$ cat src/rtl/run_ctrl_pkg.sv
// run_ctrl_pkg: shared definitions for the run controller.
//   - OP_* : command opcodes carried on i_cmd_op
//   - state_t : controller state encoding, also exported on o_state
package run_ctrl_pkg;

    localparam logic [2:0] OP_RUN     = 3'b000;
    localparam logic [2:0] OP_STEP    = 3'b001;
    localparam logic [2:0] OP_RUN_N   = 3'b010;
    localparam logic [2:0] OP_STOP    = 3'b011;
    localparam logic [2:0] OP_RESTART = 3'b100;

    typedef enum logic [2:0] {
        PRST   = 3'd0,
        IDLE   = 3'd1,
        RUN    = 3'd2,
        RUNN   = 3'd3,
        STEP   = 3'd4,
        HALTED = 3'd5
    } state_t;

    // States in which the processor clock enable is high.
    function automatic logic is_run_state(input state_t s);
        return (s == RUN) || (s == RUNN) || (s == STEP);
    endfunction

endpackage

$ cat src/rtl/run_cnt.sv
// run_cnt: loadable down-counter with zero flag.
//   clk, reset  : clock, asynchronous active-low reset (count <= RST_VAL)
//   load        : load load_val (has priority over dec)
//   load_val    : value to load
//   dec         : decrement by one; holds at zero
//   zero        : count is zero
module run_cnt #(
    parameter int             W       = 8,
    parameter logic [W-1:0]   RST_VAL = '0
) (
    input  logic         clk,
    input  logic         reset,
    input  logic         load,
    input  logic [W-1:0] load_val,
    input  logic         dec,
    output logic         zero
);

    logic [W-1:0] count;

    always_ff @(posedge clk or negedge reset) begin
        if (!reset) begin
            count <= RST_VAL;
        end else if (load) begin
            count <= load_val;
        end else if (dec && (count != '0)) begin
            count <= count - W'(1);
        end
    end

    assign zero = (count == '0);

endmodule

$ cat src/rtl/run_ctrl.sv
// run_ctrl: command-driven run controller for the processor top.
// Sequences the processor reset, gates the processor clock enable for
// free runs, single steps and N-cycle runs, and stops on a retired HALT.
//   clk, reset   : clock, asynchronous active-low controller reset
//   i_cmd_valid  : command valid
//   o_cmd_ready  : command can be accepted this cycle
//   i_cmd_op     : opcode (OP_* in run_ctrl_pkg; unknown ops are ignored)
//   i_cmd_arg    : cycle budget for RUN_N
//   i_halt       : processor retired HALT (looked at only while enabled)
//   o_cpu_rst    : synchronous reset to the processor top
//   o_cpu_en     : processor clock enable
//   o_cycle_cnt  : enabled cycles since last processor reset, saturating
//   o_state      : current controller state
//   o_done       : one-cycle pulse when a run ends
//   o_halted     : HALT seen
// Handshake: a command transfers on a rising edge where i_cmd_valid and
// o_cmd_ready are both high; at most one command per cycle. All outputs
// are registered, computed from the next state.
module run_ctrl
    import run_ctrl_pkg::*;
#(
    parameter int CNT_W       = 32,
    parameter int RST_STRETCH = 4
) (
    input  logic             clk,
    input  logic             reset,
    input  logic             i_cmd_valid,
    output logic             o_cmd_ready,
    input  logic [2:0]       i_cmd_op,
    input  logic [CNT_W-1:0] i_cmd_arg,
    input  logic             i_halt,
    output logic             o_cpu_rst,
    output logic             o_cpu_en,
    output logic [CNT_W-1:0] o_cycle_cnt,
    output logic [2:0]       o_state,
    output logic             o_done,
    output logic             o_halted
);

    localparam int STR_W = $clog2(RST_STRETCH + 1);

    state_t state_q, state_d;
    logic   done_d;
    logic   accept, halt_hit;
    logic   bud_load, bud_dec, bud_zero;
    logic   str_load, str_dec, str_zero;

    assign accept   = i_cmd_valid & o_cmd_ready;
    assign halt_hit = o_cpu_en & i_halt;

    // The budget is loaded with arg-1 so that the zero flag is seen during
    // the last enabled cycle, letting the run end on that edge.
    run_cnt #(.W(CNT_W), .RST_VAL('0)) u_budget (
        .clk      (clk),
        .reset    (reset),
        .load     (bud_load),
        .load_val (i_cmd_arg - CNT_W'(1)),
        .dec      (bud_dec),
        .zero     (bud_zero)
    );

    // After controller reset the first edge already counts toward the
    // stretch, so the reset value is RST_STRETCH; a RESTART is accepted on
    // an edge of its own, so it loads RST_STRETCH-1. Both give RST_STRETCH
    // cycles of o_cpu_rst after the triggering edge.
    run_cnt #(.W(STR_W), .RST_VAL(STR_W'(RST_STRETCH))) u_stretch (
        .clk      (clk),
        .reset    (reset),
        .load     (str_load),
        .load_val (STR_W'(RST_STRETCH - 1)),
        .dec      (str_dec),
        .zero     (str_zero)
    );

    always_comb begin
        state_d  = state_q;
        done_d   = 1'b0;
        bud_load = 1'b0;
        bud_dec  = 1'b0;
        str_load = 1'b0;
        str_dec  = 1'b0;
        case (state_q)
            PRST: begin
                if (str_zero) state_d = IDLE;
                else          str_dec = 1'b1;
            end
            IDLE: begin
                if (accept) begin
                    case (i_cmd_op)
                        OP_RUN:  state_d = RUN;
                        OP_STEP: state_d = STEP;
                        OP_RUN_N: begin
                            if (i_cmd_arg != '0) begin
                                state_d  = RUNN;
                                bud_load = 1'b1;
                            end else begin
                                done_d = 1'b1;
                            end
                        end
                        OP_RESTART: begin
                            state_d  = PRST;
                            str_load = 1'b1;
                        end
                        default: ;
                    endcase
                end
            end
            RUN, RUNN: begin
                // HALT wins over every other way of ending the run.
                if (halt_hit) begin
                    state_d = HALTED;
                    done_d  = 1'b1;
                end else if (accept && (i_cmd_op == OP_RESTART)) begin
                    state_d  = PRST;
                    str_load = 1'b1;
                end else if (accept && (i_cmd_op == OP_STOP)) begin
                    state_d = IDLE;
                    done_d  = 1'b1;
                end else if (state_q == RUNN) begin
                    if (bud_zero) begin
                        state_d = IDLE;
                        done_d  = 1'b1;
                    end else begin
                        bud_dec = 1'b1;
                    end
                end
            end
            STEP: begin
                state_d = halt_hit ? HALTED : IDLE;
                done_d  = 1'b1;
            end
            HALTED: begin
                if (accept && (i_cmd_op == OP_RESTART)) begin
                    state_d  = PRST;
                    str_load = 1'b1;
                end
            end
            default: begin
                state_d  = PRST;
                str_load = 1'b1;
            end
        endcase
    end

    always_ff @(posedge clk or negedge reset) begin
        if (!reset) begin
            state_q     <= PRST;
            o_cpu_rst   <= 1'b1;
            o_cpu_en    <= 1'b0;
            o_cmd_ready <= 1'b0;
            o_done      <= 1'b0;
            o_halted    <= 1'b0;
            o_cycle_cnt <= '0;
        end else begin
            state_q     <= state_d;
            o_cpu_rst   <= (state_d == PRST);
            o_cpu_en    <= is_run_state(state_d);
            o_cmd_ready <= (state_d == IDLE) || (state_d == RUN) ||
                           (state_d == RUNN) || (state_d == HALTED);
            o_done      <= done_d;
            o_halted    <= (state_d == HALTED);
            if (state_d == PRST) begin
                o_cycle_cnt <= '0;
            end else if (o_cpu_en && (o_cycle_cnt != '1)) begin
                o_cycle_cnt <= o_cycle_cnt + CNT_W'(1);
            end
        end
    end

    assign o_state = state_q;

endmodule

$ cat config.mk
export PLATFORM = sky130hd
export DESIGN_NAME = run_ctrl
export DESIGN_NICKNAME = d
export VERILOG_FILES = /design/src/rtl/run_ctrl_pkg.sv /design/src/rtl/run_cnt.sv /design/src/rtl/run_ctrl.sv
export SDC_FILE = /design/constraint.sdc
export NUM_CORES = 1
export LEC_CHECK = 0
export BUFFER_PORTS_ARGS = -buffer_cell sky130_fd_sc_hd__buf_2
export CAP_MARGIN = 20
export CORE_ASPECT_RATIO = 1.75
export CORE_MARGIN = 3
export CORE_UTILIZATION = 58
export CTS_BUF_LIST = sky130_fd_sc_hd__clkbuf_8 sky130_fd_sc_hd__clkbuf_16
export CTS_CLUSTER_DIAMETER = 50
export DETAILED_ROUTE_END_ITERATION = 8
export PLACE_DENSITY = 0.81
export REMOVE_ABC_BUFFERS = 1
export SYNTH_ARGS = -nofsm -noshare
export SYNTH_HDL_FRONTEND = slang
export SYNTH_SLANG_ARGS = --single-unit
$ cat constraint.sdc
create_clock -name clk -period 5.5 [get_ports clk]
set_input_delay 0.275 -clock clk [delete_from_list [all_inputs] [get_ports clk]]
set_output_delay 0.275 -clock clk [all_outputs]
set_load 0.1 [all_outputs]
==> flow_metrics.env, run 1 <==
export IMPL_status="finished clean"
export IMPL_fp_dieH_um=131.8
export IMPL_whs_ps=82.11
export IMPL_core_area_um2=8727
export IMPL_p_leak_uw=0.002575
export IMPL_worst_slew_pin_slew_ps=1153
export IMPL_tritoncts="built"
export IMPL_cts_buffers=9
export IMPL_overflow=0
export IMPL_ir_drop_mv=0.2161
export IMPL_finalClockSkew_ps=8.302
export IMPL_setup_viol=0
export IMPL_final_area_um2=5997
export IMPL_ys_types=78
export IMPL_ys_warnings_count=0
export IMPL_cts_sinks=75
export IMPL_grt_pass1_wl_um=25560
export IMPL_clkLatencyLatePin_ps=350
export IMPL_post_dp_cell_area_um2=5703
export IMPL_htreeDepth=3
export IMPL_fillers=718
export IMPL_critPathLaunchType="register"
export IMPL_crit_start="o_state[0]"
export IMPL_power_density_nw_per_um2=372.6
export IMPL_area_growth_pct=14.28
export IMPL_cts_path_max_buffers=2
export IMPL_setup_ws_ps=902.8
export IMPL_maxSlewViolCount=0
export IMPL_arrival_ps=4860
export IMPL_critPathKind="register to register"
export IMPL_grt_max_degree=76
export IMPL_end_kind="register"
export IMPL_postCtsResizedCells=0
export IMPL_start_util_pct=60.13
export IMPL_cts_root_buf="clkbuf_16"
export IMPL_routedWlPerCell_um=18.92
export IMPL_antenna_found_initial=0
export IMPL_hold_viol=0
export IMPL_diodes=0
export IMPL_rsz0062_at_grt="false"
export IMPL_rrSetupSlack_ps=900
export IMPL_row_count=45
export IMPL_yosys_register_bits=75
export IMPL_wirelength_um=15570
export IMPL_grt_pass1_vias=5445
export IMPL_min_path_type="input pin to asynchronous set/reset pin"
export IMPL_place_ws_ps=697.1
export IMPL_synth_area_um2=5248
export IMPL_drt_pass1_iter_count=5
export IMPL_drt_iter0_markers=402
export IMPL_fmax_ghz=0.2175
export IMPL_crit_fanout=23
export IMPL_track_usage_pct=31.15
export IMPL_synthCells=632
export IMPL_num_vias=5544
export IMPL_reg2reg_from="o_state[0]"
export IMPL_drc=0
export IMPL_max_cap_violations=0
export IMPL_synth_top_area_share_pct=34.81
export IMPL_ys_top_cells_by_area="dfrtp_1, nor2_1, a21oi_1, o21ai_0, nor3_1"
export IMPL_yosys_most_used_dff="dfrtp_1"
export IMPL_ioPinCount=79
export IMPL_avgSynthCellArea_um2=8.303
export IMPL_vias_per_cell=6.736
export IMPL_post_route_period_util_pct=83.58
export IMPL_async_flop_share_pct=100.0
export IMPL_synth_most_common_cell="nor2_1"
export IMPL_dp_cells=807
export IMPL_drt_antenna_violating_nets=0
export IMPL_yosys_top_cells_count="nor2_1, dfrtp_1, a21oi_1, nand2_1, o21ai_0"
export IMPL_cts_hold_buf=0
export IMPL_drive_above_1_share_pct=18.13
export IMPL_synth_edf_count=0
export IMPL_maxSlewHeadroom_pct=23.12
export IMPL_die_area_um2=10270
export IMPL_ys_seq_area_share_pct=35.81
export IMPL_dpl_hpwl_um=11260
export IMPL_path_clk_slew_ps=60
export IMPL_gp_congestion=0.9576
export IMPL_cp_required_ps=5760
export IMPL_port_buffers=78
export IMPL_yosys_area_top_type="dfrtp_1"
export IMPL_period_needed_ps=4597
export IMPL_final_nets=745
export IMPL_fin_cells=823
export IMPL_dieWidth_um=77.90
export IMPL_cts_setup_buffers=0
[cells in the final DEF (no fill, tap or decap), types with 19 or more instances in the layout]
master / synthesis / layout
a21oi_1: 38 / 38
nand3_1: 19 / 19
o21ai_0: 34 / 34
inv_1: 23 / 23
nor3_1: 32 / 32
nor2_1: 101 / 100
buf_2: 14 / 78
nand2_1: 37 / 37
dfrtp_1: 73 / 73
[cells by family after synthesis]
| kind of cell | count (synthesis) | synth area share, % |
|---|---|---|
| fa+ha+maj | 4 | 0.9538 |
| flops | 75 | 35.81 |
| xor+xnor | 34 | 5.675 |
| buf+inv | 51 | 4.554 |
| mux | 13 | 2.527 |
| simple gates | 292 | 29.57 |
| compound gates | 163 | 20.91 |
[critical path, stage by stage (launching register included)]
cell and delay [ps]:
dfrtp_1 550, or3b_4 440, nor3_1 400, nand2_2 140
buf_4 250, mux2i_1 180, ha_1 260, or3b_1 420
or4b_1 560, nor2_1 150, o21ai_1 220, a222oi_1 560
o21ai_1 130, a211oi_2 260
[registers in the layout (all words and copies together), names as in the netlist]
register and cells:
u_budget.count 32, o_halted 1, o_done 1, o_cpu_en 1, o_state 3, u_stretch.count 3
o_cpu_rst 1, o_cycle_cnt 32, o_cmd_ready 1
[path summary, 6_finish.rpt]
path                                       to  depth (start not counted)
setup / recovery           u_budget.count[22]                         13
hold / removal                o_cycle_cnt[16]                          1
setup reg to reg           u_budget.count[22]                         13
hold reg to reg            u_stretch.count[1]                          2
max in group asynchronous  u_budget.count[14]                          1
min in group clk            u_budget.count[0]                          4
[power breakdown]
group	switching, uW	internal (uW)	leakage [uW]
Clock	234	340	0.000133
Sequential	134	659	0.000990
Combinational	599	268	0.00145
[through the flow]
step / setup TNS [ps] / utilization (%) / total power [uW]
after floorplan: -105.3 / - / 1386
final: 0 / 68.72 / 2234
after global placement: 0 / 65.35 / 1620
after global routing: 0 / 68.72 / 2363
after detailed placement: 0 / 65.35 / 1650
after CTS: 0 / 68.66 / 2231
[per-layer routing]
layer	track usage, %	wire, um
met1	32.82	5345
met5	0	0
met4	24.03	1056
met3	4.583	1013
met2	54.34	8155
[cell type report]
type | instances | area, um^2 | share of cell area (%)
inverter | 23 | 86.33 | 1.440
clock inverter | 3 | 22.52 | 0.3755
sequential | 75 | 1879 | 31.34
tap | 117 | 146.4 | 2.441
clock buffer | 12 | 266.5 | 4.444
multi-input combinational | 506 | 3138 | 52.33
timing repair buffer | 87 | 457.9 | 7.636
(Power assumes the default switching activity.)
==> run 2, diff against run 1 <==
CORE_UTILIZATION = 52   (was 58)
PLACE_DENSITY = 0.77   (was 0.81)
clock period = 3.8 ns   (was 5.5 ns; I/O delays follow)
==> flow_metrics.env, run 2 (synthesis results as in run 1) <==
export IMPL_power_density_nw_per_um2=526.2
export IMPL_htreeDepth=3
export IMPL_multi_input_area_um2=3203
export IMPL_grt_pass1_wl_um=26390
export IMPL_ioPinCount=79
export IMPL_num_vias=5776
export IMPL_hold_viol=0
export IMPL_rr_worst_depth=15
export IMPL_port_buffers=78
export IMPL_min_path_type="input pin to asynchronous set/reset pin"
export IMPL_top_regs="o_cycle_cnt: 32 flops, u_budget.count: 32 flops"
export IMPL_diodes=0
export IMPL_combPwrFrac_pct=40.4
export IMPL_pwr_share_clk_pct=27.2
export IMPL_crit_start="i_cmd_arg[6]"
export IMPL_fp_dieH_um=138.9
export IMPL_period_needed_ps=3623
export IMPL_track_usage_pct=29.07
export IMPL_row_count=47
export IMPL_clkLatencyLatePin_ps=340
export IMPL_cts_root_buf="clkbuf_16"
export IMPL_wirelength_um=16320
export IMPL_max_cap_violations=0
export IMPL_end_kind="register"
export IMPL_r2r_end="u_budget.count[20]"
export IMPL_dieWidth_um=81.94
export IMPL_drt_antenna_violating_nets=0
export IMPL_critPathLaunchType="input pin"
export IMPL_drc=0
export IMPL_area_growth_pct=26.51
export IMPL_layout_commonest_cell="nor2_1"
export IMPL_ir_drop_mv=0.3444
export IMPL_final_area_um2=6639
export IMPL_tritoncts="built"
export IMPL_cts_path_max_buffers=2
export IMPL_rrSetupSlack_ps=190
export IMPL_post_route_period_util_pct=95.35
export IMPL_worst_slew_pin_slew_ps=961.1
export IMPL_dp_cells=870
export IMPL_core_area_um2=9644
export IMPL_grt_max_degree=76
export IMPL_mostFrequentLayoutCells="nor2_1, buf_2, buf_4, dfrtp_1, a21oi_1"
export IMPL_reg2reg_from="o_state[2]"
export IMPL_fillers=777
export IMPL_crit_fanout=5
export IMPL_fmax_ghz=0.2760
export IMPL_status="finished clean"
export IMPL_routedWlPerCell_um=18.24
export IMPL_cts_sinks=75
export IMPL_fin_cells=895
export IMPL_setup_viol=0
export IMPL_switching_share_pct=41.32
export IMPL_register_area_um2=1879
export IMPL_p_leak_uw=0.002939
export IMPL_drt_iter0_markers=430
export IMPL_die_area_um2=11380
export IMPL_start_util_pct=54.41
export IMPL_grt_pass1_vias=5741
export IMPL_arrival_ps=3860
export IMPL_maxSlewViolCount=0
export IMPL_critPathKind="input pin to register"
export IMPL_post_dp_cell_area_um2=6177
export IMPL_cp_required_ps=4040
export IMPL_power_switching_uw=1444
export IMPL_cts_buffers=9
export IMPL_overflow=0
export IMPL_antenna_found_initial=0
export IMPL_vias_per_cell=6.454
export IMPL_dpl_hpwl_um=11520
export IMPL_drt_pass1_iter_count=5
export IMPL_path_clk_slew_ps=60
export IMPL_maxSlewHeadroom_pct=35.92
export IMPL_pwr_share_seq_pct=32.4
export IMPL_drive_above_1_share_pct=26.65
export IMPL_gp_congestion=0.9598
export IMPL_intPower_uw=2050
export IMPL_final_nets=811
export IMPL_finalClockSkew_ps=7.221
run 2: changes by cell type in the layout (fill, tap and decap cells not counted), sizes merged:
cell	before	now
buf	87	153
bufinv	0	2
clkbuf	12	10
clkinv	0	3
clkinvlp	3	0
inv	23	24
run 2: final cells by class:
cell class | count | area share (%)
Clock buffer | 10 | 3.600
Inverter | 23 | 1.300
Clock inverter | 6 | 1.357
Tap cell | 122 | 2.299
Sequential cell | 75 | 28.31
Timing Repair Buffer | 153 | 14.89
Multi-Input combinational cell | 506 | 48.25
run 2: worst max path at each step:
stage	endpoint	slack, ps
floorplan	u_budget.count[22]	-1780
global placement	u_budget.count[26]	-230
detailed placement	u_budget.count[22]	-410
CTS	u_budget.count[26]	40
global route	u_budget.count[22]	-20
finish	u_budget.count[20]	180
run 2: metal layers:
metal	share of wire (%)	GRT usage, %
met1	37	32.48
met2	53	51.00
met3	6.4	5.007
met4	3.7	14.62
met5	0	0
run 2: critical path, stage by stage:
cell and delay [ps]:
buf_2 100, or4_4 540, nor4_4 280, nand4_1 180, nand2_2 150, mux2i_2 260
ha_2 210, or3b_4 370, or4b_4 530, nor2_4 140, o21ai_4 100, buf_4 150
a22oi_1 220, buf_4 160, nor3_1 40, a221oi_1 230
run 2: timing repair:
action,4_1_cts,5_1_grt
hold buffers,0,0
gates resized for setup,3,12
pin swaps,2,4
setup endpoints to repair,4,9
setup buffers,2,7
run 2: power by group through the flow:
stage / Sequential [uW] / Combinational [uW] / Clock [uW]
3_3_place_gp: 1120 / 1280 / 0
6_report: 1130 / 1410 / 952
3_5_place_dp: 1130 / 1330 / 0
2_1_floorplan: 1320 / 690 / 0
4_1_cts: 1120 / 1340 / 952
5_1_grt: 1150 / 1530 / 992
run 2: per-stage QoR:
stage	total power (uW)	hold WS [ps]	setup slack (ps)	TNS, ps	util (%)
after detailed placement	2459	412.7	-410.9	-2475	64.05
after global placement	2402	404.2	-234.5	-1142	63.76
after floorplan	2006	-105.6	-1775	-20870	-
after CTS	3413	55.06	35.25	0	67.70
final	3494	7.605	176.6	0	68.84
after global routing	3671	91.47	-17.01	-17.01	68.84
==> run 3, diff against run 2 <==
CTS_BUF_LIST = unset   (was sky130_fd_sc_hd__clkbuf_8 sky130_fd_sc_hd__clkbuf_16)
SLEW_MARGIN = 20   (was unset)
==> flow_metrics.env, run 3 (synthesis results as in run 1) <==
export IMPL_status="finished clean"
export IMPL_num_vias=5736
export IMPL_clkLatencyLatePin_ps=330
export IMPL_vias_per_cell=6.452
export IMPL_whs_ps=16.13
export IMPL_row_count=47
export IMPL_path_clk_slew_ps=60
export IMPL_worst_slew_pin_slew_ps=987.3
export IMPL_wl_met3_um=1219
export IMPL_tritoncts="built"
export IMPL_combPwrFrac_pct=41.4
export IMPL_rr_worst_depth=14
export IMPL_htreeDepth=3
export IMPL_start_util_pct=54.41
export IMPL_pwr_share_seq_pct=33.7
export IMPL_critPathLaunchType="input pin"
export IMPL_dieWidth_um=81.94
export IMPL_overflow=0
export IMPL_place_ws_ps=-397.6
export IMPL_ioPinCount=79
export IMPL_fp_dieH_um=138.9
export IMPL_gp_congestion=0.9598
export IMPL_dpl_hpwl_um=11450
export IMPL_fmax_ghz=0.2636
export IMPL_critPathKind="input pin to register"
export IMPL_area_growth_pct=24.46
export IMPL_drt_antenna_violating_nets=0
export IMPL_maxSlewHeadroom_pct=34.18
export IMPL_post_route_period_util_pct=99.85
export IMPL_top_regs="o_cycle_cnt: 32 flops, u_budget.count: 32 flops"
export IMPL_cts_buffers=9
export IMPL_finalSetupTns_ps=0
export IMPL_max_cap_violations=0
export IMPL_die_area_um2=11380
export IMPL_wl_met2_um=8366
export IMPL_grt_pass1_wl_um=25760
export IMPL_power_switching_uw=1403
export IMPL_core_area_um2=9644
export IMPL_cts_root_buf="clkbuf_16"
export IMPL_routedWlPerCell_um=18.02
export IMPL_routed_top_layer="met4"
export IMPL_switching_share_pct=41.93
export IMPL_mostFrequentLayoutCells="nor2_1, buf_2, dfrtp_1, buf_4, a21oi_1"
export IMPL_intPower_uw=1942
export IMPL_ir_drop_mv=0.3059
export IMPL_min_path_type="input pin to asynchronous set/reset pin"
export IMPL_drt_pass1_iter_count=6
export IMPL_maxSlewViolCount=0
export IMPL_end_kind="register"
export IMPL_drc=0
export IMPL_cts_sinks=75
export IMPL_setup_viol=0
export IMPL_diodes=0
export IMPL_pwr_share_clk_pct=24.9
export IMPL_period_needed_ps=3794
export IMPL_hold_viol=0
export IMPL_power_density_nw_per_um2=512.2
export IMPL_final_area_um2=6531
export IMPL_setup_ws_ps=5.676
export IMPL_wirelength_um=16020
export IMPL_grt_pass1_vias=5571
export IMPL_p_leak_uw=0.002882
export IMPL_crit_fanout=5
export IMPL_drt_iter0_markers=421
export IMPL_drive_above_1_share_pct=25.81
export IMPL_cp_required_ps=4000
export IMPL_layout_commonest_cell="nor2_1"
export IMPL_rsz0062_at_grt="true"
export IMPL_cts_hold_buf=0
export IMPL_grt_max_degree=76
export IMPL_cts_path_max_buffers=2
export IMPL_track_usage_pct=28.35
export IMPL_power_uw=3345
export IMPL_arrival_ps=3990
export IMPL_antenna_found_initial=0
export IMPL_rrSetupSlack_ps=6
export IMPL_port_buffers=78
export IMPL_finalClockSkew_ps=7.742
export IMPL_final_nets=806
export IMPL_post_dp_cell_area_um2=6155
export IMPL_wl_met1_um=5819
-- run 3: power groups by stage --
stage               combinational (uW)  clock (uW)  sequential, uW
global placement                  1280           0            1120
floorplan                          690           0            1320
detailed placement                1330           0            1130
finish                            1380         834            1130
global route                      1500         887            1150
CTS                               1330         845            1120
-- run 3: timing repair --
| item | CTS | global route |
|---|---|---|
| setup buffers | 2 | 3 |
| setup endpoints to repair | 3 | 9 |
| pin swaps | 2 | 5 |
| gates resized for setup | 1 | 11 |
| endpoints found under the hold margin | 0 | 0 |
-- run 3: layout make-up --
class / count / area [um^2]
Clock buffer: 10 / 229.0
Clock inverter: 5 / 56.30
Fill cell: 780 / 3113
Inverter: 23 / 86.33
Multi-Input combinational cell: 506 / 3197
Sequential cell: 75 / 1879
Tap cell: 122 / 152.6
Timing Repair Buffer: 148 / 930.9
-- run 3: path summary, 6_finish.rpt --
kind                                       to                from
setup / recovery           u_budget.count[26]        i_cmd_arg[6]
hold / removal              u_budget.count[7]               reset
setup reg to reg           u_budget.count[26]          o_state[2]
hold reg to reg            u_stretch.count[1]  u_stretch.count[1]
max in group asynchronous  u_budget.count[20]               reset
min in group clk           u_budget.count[31]       i_cmd_arg[31]
-- run 3: critical path: stages --
cell	delay (ps)
buf_2	100
or4_4	540
nor4_4	280
nand4_1	180
nand2_2	150
mux2i_2	250
ha_2	210
or3b_4	400
or4b_4	540
nor2_4	140
o21ai_4	100
buf_4	160
o2bb2ai_1	130
a2111oi_0	490
nor3_1	120
-- run 3: layer usage --
metal  global-route usage [%]  vias up
met5                        0        -
met3                    5.202       61
met2                    48.74      312
met4                    14.80        0
met1                    32.20     2749
li1                         -     2614
-- run 3: metrics by stage --
stage	utilization (%)	cells
after global placement	63.76	869
after global routing	67.72	889
after detailed placement	63.82	869
after floorplan	-	604
after CTS	66.97	886
final	67.72	889
